### config.mk
export PLATFORM = sky130hd
export DESIGN_NAME = replay_tx
export DESIGN_NICKNAME = d
export VERILOG_FILES = /design/src/rtl/replay_tx.sv
export SDC_FILE = /design/constraint.sdc
export NUM_CORES = 1
export LEC_CHECK = 0
export ABC_AREA = 1
export CAP_MARGIN = 20
export CORE_AREA = 10 10 199 164
export DETAILED_ROUTE_END_ITERATION = 12
export DIE_AREA = 0 0 209 174
export SLEW_MARGIN = 0
export SYNTH_ARGS = -nofsm -noshare
export SYNTH_HDL_FRONTEND = slang
export SYNTH_SLANG_ARGS = --single-unit
export TNS_END_PERCENT = 10
### constraint.sdc
create_clock -name clk -period 11.5 [get_ports clk]
set_input_delay 1.725 -clock clk [delete_from_list [all_inputs] [get_ports clk]]
set_output_delay 1.725 -clock clk [all_outputs]
set_load 0.05 [all_outputs]
### src/rtl/replay_tx.sv
// Go-back-N replay transmitter: buffers input words by sequence number, presents
// them on a registered output, retires on cumulative acks and rewinds on replay.
module replay_tx #(
  parameter int W  = 32,
  parameter int D  = 8,
  parameter int SW = $clog2(D) + 1
) (
  input  logic          clk,
  input  logic          rst,
  input  logic [W-1:0]  in,
  input  logic          in_vld,
  output logic          in_accept,
  output logic [W-1:0]  out_r,
  output logic [SW-1:0] out_seq_r,
  output logic          out_vld_r,
  input  logic          out_accept,
  input  logic          ack_vld,
  input  logic [SW-1:0] ack_seq,
  input  logic          replay_req,
  output logic [SW-1:0] outstanding_r,
  output logic          ack_err_r
);

  localparam int IW = $clog2(D);
  localparam logic [SW-1:0] DEPTH = SW'(D);
  localparam logic [SW-1:0] ONE   = SW'(1);

  logic [W-1:0]  mem_q [D];
  logic [SW-1:0] wr_ptr_q, wr_ptr_d;
  logic [SW-1:0] spec_ptr_q, spec_ptr_d;
  logic [SW-1:0] arch_ptr_q, arch_ptr_d;
  logic [W-1:0]  out_q, out_d;
  logic [SW-1:0] out_seq_q, out_seq_d;
  logic          out_vld_q, out_vld_d;
  logic [SW-1:0] outstanding_q, outstanding_d;
  logic          ack_err_q, ack_err_d;

  logic          wr_en;
  logic          load;
  logic          ack_ok;
  logic [SW-1:0] sent;
  logic [SW-1:0] ack_dist;

  always_comb begin
    in_accept     = ((wr_ptr_q - arch_ptr_q) != DEPTH);
    wr_en         = in_vld & in_accept;
    wr_ptr_d      = wr_en ? wr_ptr_q + ONE : wr_ptr_q;

    // Words already taken downstream; the one sitting in the output reg is not yet sent.
    sent          = (spec_ptr_q - arch_ptr_q) - {{(SW-1){1'b0}}, out_vld_q};
    ack_dist      = ack_seq - arch_ptr_q;
    ack_ok        = ack_vld & (ack_dist < sent);
    arch_ptr_d    = ack_ok ? ack_seq + ONE : arch_ptr_q;
    ack_err_d     = ack_err_q | (ack_vld & ~ack_ok);

    spec_ptr_d    = spec_ptr_q;
    out_d         = out_q;
    out_seq_d     = out_seq_q;
    out_vld_d     = out_vld_q;
    load          = 1'b0;

    if (replay_req) begin
      // Rewind to the oldest word still unacked after this cycle's ack.
      spec_ptr_d  = arch_ptr_d;
      out_vld_d   = 1'b0;
    end else begin
      load        = (~out_vld_q | out_accept) & (spec_ptr_q != wr_ptr_q);
      if (load) begin
        out_d      = mem_q[spec_ptr_q[IW-1:0]];
        out_seq_d  = spec_ptr_q;
        spec_ptr_d = spec_ptr_q + ONE;
        out_vld_d  = 1'b1;
      end else if (out_accept) begin
        out_vld_d  = 1'b0;
      end
    end

    outstanding_d = wr_ptr_d - arch_ptr_d;
  end

  always_ff @(posedge clk) begin
    if (wr_en) begin
      mem_q[wr_ptr_q[IW-1:0]] <= in;
    end
  end

  always_ff @(posedge clk) begin
    if (rst) begin
      wr_ptr_q      <= '0;
      spec_ptr_q    <= '0;
      arch_ptr_q    <= '0;
      out_q         <= '0;
      out_seq_q     <= '0;
      out_vld_q     <= 1'b0;
      outstanding_q <= '0;
      ack_err_q     <= 1'b0;
    end else begin
      wr_ptr_q      <= wr_ptr_d;
      spec_ptr_q    <= spec_ptr_d;
      arch_ptr_q    <= arch_ptr_d;
      out_q         <= out_d;
      out_seq_q     <= out_seq_d;
      out_vld_q     <= out_vld_d;
      outstanding_q <= outstanding_d;
      ack_err_q     <= ack_err_d;
    end
  end

  assign out_r         = out_q;
  assign out_seq_r     = out_seq_q;
  assign out_vld_r     = out_vld_q;
  assign outstanding_r = outstanding_q;
  assign ack_err_r     = ack_err_q;

endmodule

==> results.md <==
* Synth top area share at 0.606
* Status: finished clean
* Drt first pass iters at 5
* Worst skew pair latency at 540 ps
* Clk slew on worst S/H paths at 60 ps
* Pwr Density at 282 nW/um^2
* Area leader, netlist: edfxtp_1
* Final min period at 4680 ps
* Final setup vio count at 0
* Crit path DAT at 5170 ps
* Worst Hold Class: reg2reg
* Main flop type after synthesis: edfxtp_1
* CTS tree: built
* Die Area at 36400 sq um
* Hold path startpoint: out_seq_r[1]
* CTS hold repair buffers at 0
* Ports at 85
* Hpwl dp at 15.9 mm
* Row Count at 56
* Ys async rst share at 0
* Maximum vdd drop at 137 uV
* Worst EP required at ~12000 ps
* Static Leakage at 5.41 nW
* Drt wl/cell at 18.2 um
* Post-synthesis sequential area ratio at 0.691
* Max clock buf depth at 3
* Final WS setup at roughly 6800 ps
* Final Slew Violations at 0
* Max_slew headroom at 0.442
* Worst Setup Start Kind: input port
* Initial antenna violation count at 2
* Slew @ Worst Pin at 837 ps
* Mean post-synth cell area at ~11 sq um
* DRC violations left at 0
* IO Port Bufs at 84
* First-pass GRT wire length at approximately 46 mm
* Crit path kind: in2reg
* Fmax at 214 MHz
* Min Hold Slack at 468 ps
* Synth cell count leaders: edfxtp_1, nor2_1, nand2_1
* Place WS at 6310 ps
* Layout Skew at 7.70 ps
* Clock sink count at just over 300
* Post-synth EDFFs at 256
* RR Startpoint: spec_ptr_q[0]
* Starting Density at 0.442
* Mapped Cells at 1128
* Core box area at 28700 sq um
* Iteration-0 DRC Markers at 614
* Post-DRT Antenna Nets at 0
* Final period util at 0.407
* Setup TNS at 0 ps
* RSZ-0062 raised after global routing: false
* Die height at 174 um
* Num CTS Buffers at 31
* Max cap viols at 0
* Syn nets at 1191
* CP endpoint kind: register
* Postcts setup bufs at 0
* Post-CTS resize count at 0
* Crit path max fanout at 4
* Endpoints failing hold at 0
* Via-per-instance ratio at 5.17
* Htree depth at 1
* Total grt overflow at 0
* Count leader, synth: edfxtp_1
* Synth area leaders: edfxtp_1, dfxtp_1, nor2_1
* Area Overhead vs Synth at 17.2%
* Clock root cell: clkbuf_16
* Gp weighted congestion at 0.787
* Synth unique cells at 29
* Flops & latches, synth at 310
* Vias in the first global route at 8140
* Largest net degree at the start of global routing at between 70 and 80
* CP startpoint: ack_seq[0]
* Via count at 8270
* Fin nets at 1260
* Syn Std Cell Area at between 10000 and 15000 sq um
* Gr usage total at 0.157
* Share of cells above drive strength 1 at 0.0672
* Yosys Warn Count at 0
* Final WL at 29.1 mm
* Die Span X at approximately 210 um
-- registers in the layout (all words and copies together) (netlist names), 4 cells and up --
register	flops
out_r	32
spec_ptr_q	4
wr_ptr_q	4
arch_ptr_q	4
outstanding_r	4
mem_q	256
out_seq_r	4
-- logic make-up (layout without fill, tap and decap cells) --
family / after synthesis / count (layout) / synth area share
AO/OA/AOI/OAI: 244 / 244 / 0.0995
XOR/XNOR: 15 / 15 / 0.0104
adder cells (fa/ha/maj): 21 / 21 / 0.0231
buffers and inverters: 107 / 199 / 0.0439
flip-flops: 310 / 310 / 0.691
other: 0 / 2 / 0
AND/OR/NAND/NOR: 431 / 431 / 0.132
-- per-stage QoR --
stage / power [mW] / cell area (sq um) / std cells / utilization
after floorplan: 2.72 / 12700 / 1128 / -
after global placement: 3.14 / 13800 / 1541 / 0.480
after detailed placement: 3.17 / 13800 / 1541 / 0.480
after CTS: 4.23 / 14900 / 1597 / 0.517
after global routing: 4.48 / 14900 / 1597 / 0.517
final: 4.19 / 14900 / 1599 / 0.518
-- critical path: stages --
cell	delay, ps
clkdlybuf4s50_1	470
inv_1	110
ha_1	170
inv_1	60
fa_1	370
xor2_1	170
ha_1	280
nand2_1	50
inv_1	40
nand2_1	70
nand3_1	160
inv_1	100
o21ai_0	240
inv_1	100
ha_1	350
nand2_1	80
nand2_1	40
a31oi_1	180
inv_1	60
nand3_1	80
nand2_1	70
nand2_1	50
nand2_1	40
nor2_1	90
-- report_power, final --
| part | switching, mW | internal [mW] |
|---|---|---|
| sequential | 0.113 | 1.43 |
| clock | 0.411 | 0.643 |
| combinational | 1.08 | 0.504 |
-- placed cells by master, fill, tap and decap left out, types with 31 or more instances in the layout --
cell type        synthesis  final
a21oi_1                 41     41
nor2_1                 221    214
inv_1                   41     41
edfxtp_1               256    256
clkbuf_16                0     31
o22ai_1                 32     32
dfxtp_1                 54     52
clkdlybuf4s50_1          0     84
o21ai_1                 46     46
o21ai_0                124    124
nand2_1                184    184
-- routing by layer --
metal | global-route usage | up-vias | part of all wire
met5 | 0 | - | 0.00031
met4 | 0.0413 | 2 | 0.022
met3 | 0.0276 | 48 | 0.054
met2 | 0.258 | 198 | 0.46
met1 | 0.209 | 3975 | 0.46
li1 | - | 4047 | -
-- worst paths after layout --
check,cells after the start,endpoint,slack [ps]
worst max register to register,23,outstanding_r[3],7480
worst min-delay path,2,out_seq_r[1],470
worst max-delay path,24,outstanding_r[3],6820
worst min register to register,2,out_seq_r[1],470
-- layout make-up --
class                           count  area, sq um
Inverter                           43          164
Multi-Input combinational cell    711         3420
Timing Repair Buffer              100          961
Tap cell                          377          472
Clock inverter                     14          199
Sequential cell                   310         8770
Clock buffer                       42          877
Antenna cell                        2         5.00
Fill cell                        2536        13900
No activity file was read; power rests on OpenSTA's default activity.
